--- config.mk ---
export PLATFORM = sky130hd
export DESIGN_NAME = rs_link_arb
export DESIGN_NICKNAME = d
export VERILOG_FILES = /design/src/rtl/rs_link_arb.sv
export SDC_FILE = /design/constraint.sdc
export NUM_CORES = 1
export LEC_CHECK = 0
export CAP_MARGIN = 20
export CORE_MARGIN = 2
export CORE_UTILIZATION = 34
export CTS_CLUSTER_SIZE = 40
export DETAILED_ROUTE_END_ITERATION = 6
export HOLD_SLACK_MARGIN = 0.03
export PLACE_DENSITY = 0.78
export SKIP_CTS_REPAIR_TIMING = 1
export SLEW_MARGIN = 0
export SYNTH_ARGS = -nofsm -noshare
export SYNTH_HDL_FRONTEND = slang
export SYNTH_SLANG_ARGS = --single-unit
--- constraint.sdc ---
create_clock -name ap_clk -period 4.05 [get_ports ap_clk]
set_clock_uncertainty 0.15 [all_clocks]
set_input_delay 0.81 -clock ap_clk [delete_from_list [all_inputs] [get_ports ap_clk]]
set_output_delay 0.81 -clock ap_clk [all_outputs]
set_load 0.005 [all_outputs]
--- src/rtl/rs_link_arb.sv ---
// Credit-gated round-robin packet arbiter: N requesters onto one registered push link, grant locked until last beat.
// Optional stall statistics counter enabled by defining RS_LINK_ARB_STALL_CNT_EN.
module rs_link_arb #(
  parameter int PAYLOAD_BITS = 32,
  parameter int NUM_REQ      = 4,
  parameter int CREDITS      = 8
) (
  input  logic                                           ap_clk,
  input  logic                                           ap_rst,
  input  logic [NUM_REQ*PAYLOAD_BITS-1:0]                req_din,
  input  logic [NUM_REQ-1:0]                             req_vld,
  input  logic [NUM_REQ-1:0]                             req_last,
  output logic [NUM_REQ-1:0]                             req_rdy,
  output logic [PAYLOAD_BITS-1:0]                        link_dout,
  output logic                                           link_vld,
  output logic                                           link_last,
  output logic [((NUM_REQ > 1) ? $clog2(NUM_REQ) : 1)-1:0] link_src,
  input  logic                                           credit_ret,
  output logic [7:0]                                     credit_cnt,
  output logic                                           cred_err,
  output logic [31:0]                                    stall_cnt
);

  localparam int SRC_W = (NUM_REQ > 1) ? $clog2(NUM_REQ) : 1;
  localparam logic [0:0] IDLE = 1'b0;
  localparam logic [0:0] LOCK = 1'b1;
  localparam logic [7:0] CRED_MAX = 8'(CREDITS);

  logic [0:0]              state;
  logic [SRC_W-1:0]        last_grant;
  logic [SRC_W-1:0]        pick;
  logic [SRC_W-1:0]        idx_s;
  logic                    pick_vld;
  logic                    pick_last;
  logic [PAYLOAD_BITS-1:0] pick_dat;
  logic                    accept;
  int                      idx;

  // last_grant doubles as the lock owner while in LOCK.
  // Scan runs farthest-first so the nearest valid requester after last_grant wins.
  always_comb begin
    pick     = last_grant;
    pick_vld = 1'b0;
    idx      = 0;
    idx_s    = '0;
    if (state == LOCK) begin
      pick_vld = req_vld[last_grant];
    end else begin
      for (int k = NUM_REQ; k >= 1; k--) begin
        idx   = (int'(last_grant) + k) % NUM_REQ;
        idx_s = SRC_W'(idx);
        if (req_vld[idx_s]) begin
          pick     = idx_s;
          pick_vld = 1'b1;
        end
      end
    end
  end

  always_comb begin
    pick_dat  = '0;
    pick_last = 1'b0;
    for (int i = 0; i < NUM_REQ; i++) begin
      if (pick == SRC_W'(i)) begin
        pick_dat  = req_din[i*PAYLOAD_BITS +: PAYLOAD_BITS];
        pick_last = req_last[i];
      end
    end
  end

  // Gated on the registered count only, so a returning credit is usable next cycle.
  assign accept = pick_vld && (credit_cnt != 8'd0) && !ap_rst;

  always_comb begin
    req_rdy = '0;
    for (int i = 0; i < NUM_REQ; i++) begin
      if (accept && (pick == SRC_W'(i))) req_rdy[i] = 1'b1;
    end
  end

  always_ff @(posedge ap_clk) begin
    if (ap_rst) begin
      state      <= IDLE;
      last_grant <= SRC_W'(NUM_REQ - 1);
      credit_cnt <= CRED_MAX;
      cred_err   <= 1'b0;
      link_vld   <= 1'b0;
      link_last  <= 1'b0;
      link_dout  <= '0;
      link_src   <= '0;
    end else begin
      link_vld <= accept;
      if (accept) begin
        link_dout  <= pick_dat;
        link_last  <= pick_last;
        link_src   <= pick;
        last_grant <= pick;
        state      <= pick_last ? IDLE : LOCK;
      end
      case ({accept, credit_ret})
        2'b10:   credit_cnt <= credit_cnt - 8'd1;
        2'b01: begin
          if (credit_cnt == CRED_MAX) cred_err <= 1'b1;
          else                        credit_cnt <= credit_cnt + 8'd1;
        end
        default: ;
      endcase
    end
  end

`ifdef RS_LINK_ARB_STALL_CNT_EN
  always_ff @(posedge ap_clk) begin
    if (ap_rst) begin
      stall_cnt <= '0;
    end else if ((|req_vld) && (credit_cnt == 8'd0) && (stall_cnt != '1)) begin
      stall_cnt <= stall_cnt + 32'd1;
    end
  end
`else
  assign stall_cnt = '0;
`endif

endmodule

==> results of run 1 <==
[area by class of cell]
type	count	area share, %
Inverter	9	0.6040
Sequential cell	48	17.18
Clock inverter	3	0.7606
Tap cell	136	3.043
Multi-Input combinational cell	341	40.22
Timing Repair Buffer	213	36.96
Clock buffer	5	1.230
[cell usage after synthesis (6+ instances only)]
cell	number
sky130_fd_sc_hd__dfxtp_1	48
sky130_fd_sc_hd__nor3_1	11
sky130_fd_sc_hd__o31ai_1	35
sky130_fd_sc_hd__nand3_1	39
sky130_fd_sc_hd__a211oi_1	67
sky130_fd_sc_hd__a21oi_1	9
sky130_fd_sc_hd__and3_1	66
sky130_fd_sc_hd__o21ai_0	8
sky130_fd_sc_hd__nand2_1	6
sky130_fd_sc_hd__clkbuf_1	28
sky130_fd_sc_hd__ha_1	6
sky130_fd_sc_hd__buf_2	11
sky130_fd_sc_hd__inv_1	9
sky130_fd_sc_hd__buf_4	35
sky130_fd_sc_hd__nor2_1	13
[where the power goes]
| group | switching (mW) | internal, mW |
|---|---|---|
| combinational | 1.29 | 1.22 |
| sequential | 0.175 | 0.687 |
| clock | 0.172 | 0.183 |
[registers in the layout, summed over array words and instances (netlist names)]
signal      cells
link_dout      32
credit_cnt      8
last_grant      2
link_src        2
cred_err        1
link_last       1
link_vld        1
state           1
[stage by stage]
stage                     util (%)  hold WS, ns  area, um^2  worst slack, ns  cells
after floorplan                  -       0.3027        3679           0.1405    477
after global placement       53.28       0.3051        5451          0.04077    746
after detailed placement     53.28       0.3147        5451         -0.01415    746
after CTS                    54.37       0.3281        5563         0.005579    754
after global routing         54.67       0.3458        5593          0.01052    755
final                        54.67       0.3245        5593          0.09946    755
[worst register-to-register path: cells and delay by family, from the launching register on]
| family | cells | cell delay, ns |
|---|---|---|
| flops | 1 | 0.56 |
| simple gates | 4 | 0.82 |
| buf+inv | 1 | 0.18 |
| fa+ha+maj | 1 | 0.30 |
| compound gates | 6 | 1.30 |
[worst paths after layout]
| path | from | to | slack (ns) | cells past startpoint |
|---|---|---|---|---|
| worst min-delay path | link_dout[5] | link_dout[5] | 0.32 | 2 |
| worst min register to register | link_dout[5] | link_dout[5] | 0.32 | 2 |
| worst max register to register | last_grant[0] | credit_cnt[5] | 0.57 | 12 |
| worst max-delay path | req_vld[1] | req_rdy[3] | 0.1 | 8 |
[kinds of logic after synthesis]
| logic type | after synthesis | share of synthesized area [%] |
|---|---|---|
| fa+ha+maj | 7 | 2.669 |
| other cells | 1 | 0.1053 |
| xor+xnor | 4 | 0.9837 |
| mux | 3 | 1.229 |
| simple gates | 153 | 24.06 |
| buf+inv | 88 | 14.19 |
| flops | 48 | 26.98 |
| compound gates | 142 | 29.79 |
[layer usage]
| metal | global-route usage, % | share of wire (%) | routed length (um) | vias up |
|---|---|---|---|---|
| li1 | - | - | - | 1988 |
| met1 | 24.11 | 40 | 4930 | 1852 |
| met2 | 39.33 | 51 | 6191 | 147 |
| met3 | 4.782 | 7.1 | 861 | 16 |
| met4 | 4.605 | 1.6 | 191 | 0 |
| met5 | 0 | 0 | 0 | - |
==> impl_summary.log, run 1 <==
[metrics] outcome: completed
[metrics] endpoint kind of the worst setup timing path: output pin
[metrics] final-report max-slew violation count: 0
[metrics] slew at the pin with the worst max-slew slack: ~1 ns
[metrics] number of antenna violations at the first check in global routing: 0
[metrics] required time of the worst setup path: 3.09 ns
[metrics] cell types with the largest area share after synthesis: sky130_fd_sc_hd__dfxtp_1 (27%), sky130_fd_sc_hd__a211oi_1 (14%), sky130_fd_sc_hd__and3_1 (12%)
[metrics] pin count of the biggest net entering global routing: between 50 and 60
[metrics] remaining global-route overflow: 0
[metrics] critical path's slowest cell: sky130_fd_sc_hd__clkdlybuf4s50_1
[metrics] DRC Markers: 0
[metrics] post-layout power: approximately 3.7 mW
[metrics] final cycle utilization of the critical path: between 90% and 100%
[metrics] Hold Violations, Final: 0
[metrics] Seq/Total Area, Yosys: roughly 27%
[metrics] final layout net count: approximately 760
[metrics] layout cell share with drive strength beyond 1: 7.916%
[metrics] maximum vdd drop: ~0.37 mV
[metrics] area fraction of the dominant cell type after synthesis: between 20 and 30%
[metrics] filler cell count: about 940
[metrics] number of setup violations in the final report: 0
[metrics] CP peak stage delay: 0.53 ns
[metrics] Num CTS Buffers: 5
[metrics] Core Region: roughly 0.010 mm^2
[metrics] area occupied by multi-input gates: roughly 0.0022 mm^2
[metrics] HPWL after DPL: between 9000 and 10,000 um
[metrics] area taken by flip-flops and latches: a little under 0.001 mm^2
[metrics] clock tree root driver cell: sky130_fd_sc_hd__clkbuf_8
[metrics] drt pass-1 iters: 4
[metrics] initial DRC count: between 150 and 200
[metrics] kind of start point of the critical path: primary input
[metrics] leak pwr: 2.245 nW
[metrics] flip-flop cell with the highest count after synthesis: sky130_fd_sc_hd__dfxtp_1
[metrics] Post-Syn Instances: roughly 450
[metrics] Routed Wire Length: between 10,000 and 15,000 um
[metrics] vias: around 4,000
[metrics] post-layout min period: roughly 4.0 ns
[metrics] category of the critical setup timing path: in2out
[metrics] path type of the worst min-delay path: reg2reg
[metrics] post-synthesis area per instance: ~8 um^2
[metrics] count of max-cap constraint violations: 0
[metrics] number of inserted diodes: 0
[metrics] clock sink count: 48
[metrics] number of top-level design ports: 220
[metrics] cell-by-cell trace of the critical path: clkdlybuf4s50_1, buf_4, nor2b_2, or3_1, o31ai_1, a221o_1, nor3_2, clkdlybuf4s50_1
[metrics] headroom to the max-slew limit: roughly 34%
[metrics] power per standard cell area: around 670 mW/mm^2
[metrics] setup repair after global routing missed its margin: false
[metrics] chip width: between 100 and 150 um
[metrics] Yosys reg bits: 48
[metrics] starting density of the core: about a third
[metrics] netlist area before placement: about 0.0036 mm^2
[metrics] cell taking the most area after synthesis: sky130_fd_sc_hd__dfxtp_1
[metrics] top fanout value on the critical path: 5
[metrics] most common cell after layout, fill and taps aside: sky130_fd_sc_hd__clkdlybuf4s50_1
[metrics] commonest cells after routing, fill and taps aside: sky130_fd_sc_hd__clkdlybuf4s50_1 (187), sky130_fd_sc_hd__a211oi_1 (67), sky130_fd_sc_hd__and3_1 (66)
[metrics] number of enable flip-flop cells after synthesis: 0
[metrics] FMAX: between 200 and 300 MHz
[metrics] global-route wire length before repair: around 19,000 um
[metrics] CP arrival: approximately 3.0 ns
[metrics] Layout Area Growth over Synthesis: 57.01%
[metrics] Final GP Congestion: 0.8635
[metrics] Clock Pin Slew Worst Setup and Hold Paths: approximately 0.090 ns
[metrics] die outline area: 0.01131 mm^2
[metrics] clk_lat worst skew: 0.30 ns
[metrics] Overall Global Routing Usage: 21.01%
[metrics] Via-to-Cell Ratio: 5.302
[metrics] Clock Path Buffers: 2
[metrics] Placement Rows: 37
[metrics] H-tree level count: 2
[metrics] yosys warns: 0
[metrics] remaining number of nets flagged by the antenna check after routing: 0
[metrics] number of library cell types mapped by synthesis: between 50 and 60
[metrics] number of buffer and inverter stages on the critical path: 3
[metrics] most prevalent standard cell on the critical path: sky130_fd_sc_hd__clkdlybuf4s50_1
[metrics] top cell family by delay on the critical path: buffers and inverters
[metrics] Total Neg Setup Slack: 0 ns
[metrics] clock tree from TritonCTS: done
[metrics] number of global-route vias before repair: just under 4,000
[metrics] routed len/inst: ~16 um
[metrics] port bufs: between 150 and 200
[metrics] Die Ht: between 100 and 150 um
[metrics] Async SR Flop Fraction: 0%
Power figures use the tool's default switching activity.
==> inputs of run 2 (changes only) <==
CORE_MARGIN = default   (was 2)
PLACE_DENSITY = 0.86   (was 0.78)
TNS_END_PERCENT = 100   (was default)
==> run 2 against run 1 <==
Against the previous run: highest routed layer unchanged; critical path type unchanged; global-route usage grew 0.71 points; hold slack got worse by 0.0016 ns; first-iteration DRC count shrank 15%; routed wire length increased by 0.78%; worst setup slack worse by 0.024 ns.
==> impl_summary.log, run 2 (same netlist as run 1, synthesis figures left out) <==
[metrics] starting density of the core: 35.78% (was 34.82%)
[metrics] category of the critical setup timing path: in2out (unchanged)
[metrics] maximum vdd drop: 0.3013 mV (was 0.3661 mV)
[metrics] clock sink count: 48 (unchanged)
[metrics] most common cell after layout, fill and taps aside: sky130_fd_sc_hd__clkdlybuf4s50_1 (unchanged)
[metrics] Via-to-Cell Ratio: 5.391 (was 5.302)
[metrics] register-to-register setup slack: 0.65 ns (was 0.57 ns)
[metrics] Final WS setup: 0.07548 ns (was 0.09946 ns)
[metrics] power per standard cell area: 660.9 mW/mm^2 (was 665.4 mW/mm^2)
[metrics] Placement Rows: 36 (was 37)
[metrics] routed len/inst: 16.38 um (was 16.12 um)
[metrics] Layout Area Growth over Synthesis: 55.53% (was 57.01%)
[metrics] post-layout power: 3.662 mW (was 3.722 mW)
[metrics] critical path startpoint: req_vld[1] (unchanged)
[metrics] Num CTS Buffers: 5 (unchanged)
[metrics] final layout net count: 761 (was 764)
[metrics] vias: 4,038 (was 4,003)
[metrics] count of max-cap constraint violations: 0 (unchanged)
[metrics] commonest cells after routing, fill and taps aside: sky130_fd_sc_hd__clkdlybuf4s50_1 (187), sky130_fd_sc_hd__a211oi_1 (67), sky130_fd_sc_hd__and3_1 (66) (unchanged)
[metrics] clock tree root driver cell: sky130_fd_sc_hd__clkbuf_8 (unchanged)
[metrics] slew at the pin with the worst max-slew slack: 1.021 ns (was 0.9869 ns)
[metrics] final standard cell utilization of the core: 55.66% (was 54.67%)
[metrics] required time of the worst setup path: 3.09 ns (about the same)
[metrics] number of top-level design ports: 220 (unchanged)
[metrics] final-report max-slew violation count: 0 (unchanged)
[metrics] biggest regs: link_dout: 32 flops, credit_cnt: 8 flops (unchanged)
[metrics] post-route worst hold slack: 0.3228 ns (was 0.3245 ns)
[metrics] Largest register FFs: 32 (unchanged)
[metrics] Worst R2R Start: last_grant[0] (unchanged)
[metrics] Largest Register: link_dout (unchanged)
[metrics] chip width: 104.4 um (was 106.4 um)
[metrics] leak pwr: 2.221 nW (was 2.245 nW)
[metrics] global-route wire length before repair: 19,200 um (was 19,250 um)
[metrics] worst setup path endpoint: req_rdy[3] (unchanged)
[metrics] area taken by flip-flops and latches: 960.9 um^2 (unchanged)
[metrics] dpl ws: -0.03794 ns (was -0.01415 ns)
[metrics] headroom to the max-slew limit: 31.41% (was 33.70%)
[metrics] CP arrival: 3.01 ns (was 2.99 ns)
[metrics] Hold Violations, Final: 0 (unchanged)
[metrics] Core Region: 0.009955 mm^2 (was 0.01023 mm^2)
[metrics] path depth of the worst reg2reg path: 11 (was 12)
[metrics] DRC Markers: 0 (unchanged)
[metrics] filler cell count: 902 (was 942)
[metrics] Die Ht: 104.4 um (was 106.4 um)
[metrics] number of inserted diodes: 0 (unchanged)
[metrics] post-layout min period: 3.975 ns (was 3.951 ns)
[metrics] clk_lat worst skew: 0.29 ns (was 0.30 ns)
[metrics] Routed Wire Length: 12,270 um (was 12,170 um)
[metrics] top fanout value on the critical path: 6 (was 5)
[metrics] outcome: completed (unchanged)
[metrics] remaining number of nets flagged by the antenna check after routing: 0 (unchanged)
[metrics] Clock Pin Slew Worst Setup and Hold Paths: 0.08 ns (was 0.09 ns)
[metrics] Cells after DPL: 741 (was 746)
[metrics] kind of start point of the critical path: primary input (unchanged)
[metrics] drt pass-1 iters: 5 (was 4)
[metrics] area occupied by multi-input gates: 0.002245 mm^2 (was 0.002250 mm^2)
[metrics] Clock Path Buffers: 2 (unchanged)
[metrics] FMAX: 251.6 MHz (was 253.1 MHz)
[metrics] number of global-route vias before repair: 3,934 (was 3,930)
[metrics] port bufs: 187 (unchanged)
[metrics] endpoint kind of the worst setup timing path: output pin (unchanged)
[metrics] layout cell share with drive strength beyond 1: 6.818% (was 7.916%)
[metrics] remaining global-route overflow: 0 (unchanged)
[metrics] path type of the worst min-delay path: reg2reg (unchanged)
[metrics] pin count of the biggest net entering global routing: 52 (was 54)
[metrics] HPWL after DPL: 9483 um (was 9606 um)
[metrics] H-tree level count: 2 (unchanged)
[metrics] setup repair after global routing missed its margin: false (unchanged)
[metrics] Overall Global Routing Usage: 21.71% (was 21.01%)
[metrics] clock tree from TritonCTS: done (unchanged)
[metrics] final cycle utilization of the critical path: 98.14% (was 97.54%)
[metrics] endpoint of the worst-slack reg-to-reg timing path: credit_cnt[5] (unchanged)
[metrics] Cell Count, Final, Fillers Out: 749 (was 755)
[metrics] number of setup violations in the final report: 0 (unchanged)
[metrics] initial DRC count: 133 (was 156)
[metrics] Final GP Congestion: 0.8560 (was 0.8635)
[metrics] die outline area: 0.01089 mm^2 (was 0.01131 mm^2)
[metrics] number of antenna violations at the first check in global routing: 0 (unchanged)
==> run 2: cell count changes in the layout (fill, tap and decap cells not counted), sizes merged <==
cell and delta:
buf -3, bufinv -1, clkbuf +3, clkinv -1, clkinvlp -1
==> run 2: worst min path at each step <==
stage / startpoint / to / cells past startpoint
3_3_place_gp: link_src[1] / link_src[1] / 2
5_1_grt: link_dout[27] / link_dout[27] / 2
3_5_place_dp: cred_err / cred_err / 2
2_1_floorplan: link_src[1] / link_src[1] / 2
4_1_cts: link_src[1] / link_src[1] / 2
6_report: link_src[1] / link_src[1] / 2
==> run 2: area by class of cell <==
| class | count | share of cell area (%) |
|---|---|---|
| Clock buffer | 8 | 1.626 |
| Inverter | 9 | 0.6098 |
| Multi-Input combinational cell | 341 | 40.51 |
| Sequential cell | 48 | 17.34 |
| Tap cell | 133 | 3.004 |
| Timing Repair Buffer | 210 | 36.90 |
==> run 2: worst max-delay path, cell delays in order <==
cell	delay [ns]
sky130_fd_sc_hd__clkdlybuf4s50_1	0.48
sky130_fd_sc_hd__buf_4	0.15
sky130_fd_sc_hd__nor2b_1	0.16
sky130_fd_sc_hd__or3_1	0.12
sky130_fd_sc_hd__o31ai_1	0.11
sky130_fd_sc_hd__a221o_1	0.42
sky130_fd_sc_hd__nor3_1	0.22
sky130_fd_sc_hd__clkdlybuf4s50_1	0.53
==> run 2: stage by stage <==
| stage | instance area, um^2 | TNS (ns) |
|---|---|---|
| 6_report | 5540 | 0 |
| 5_1_grt | 5540 | 0 |
| 4_1_cts | 5523 | 0 |
| 3_5_place_dp | 5433 | -0.04526 |
| 3_3_place_gp | 5433 | 0 |
| 2_1_floorplan | 3679 | 0 |
==> run 2: layer usage <==
layer  GRT usage, %  vias up  routed length (um)
li1               -     1978                   -
met1          24.46     1860                4908
met2          39.88      177                6161
met3          4.825       23                 925
met4          7.347        0                 274
met5              0        -                   0
==> run 2: power breakdown <==
group | leakage [nW] | switching (mW) | internal, mW
registers | 0.400 | 0.174 | 0.687
logic | 1.78 | 1.30 | 1.20
clock network | 0.0455 | 0.159 | 0.140
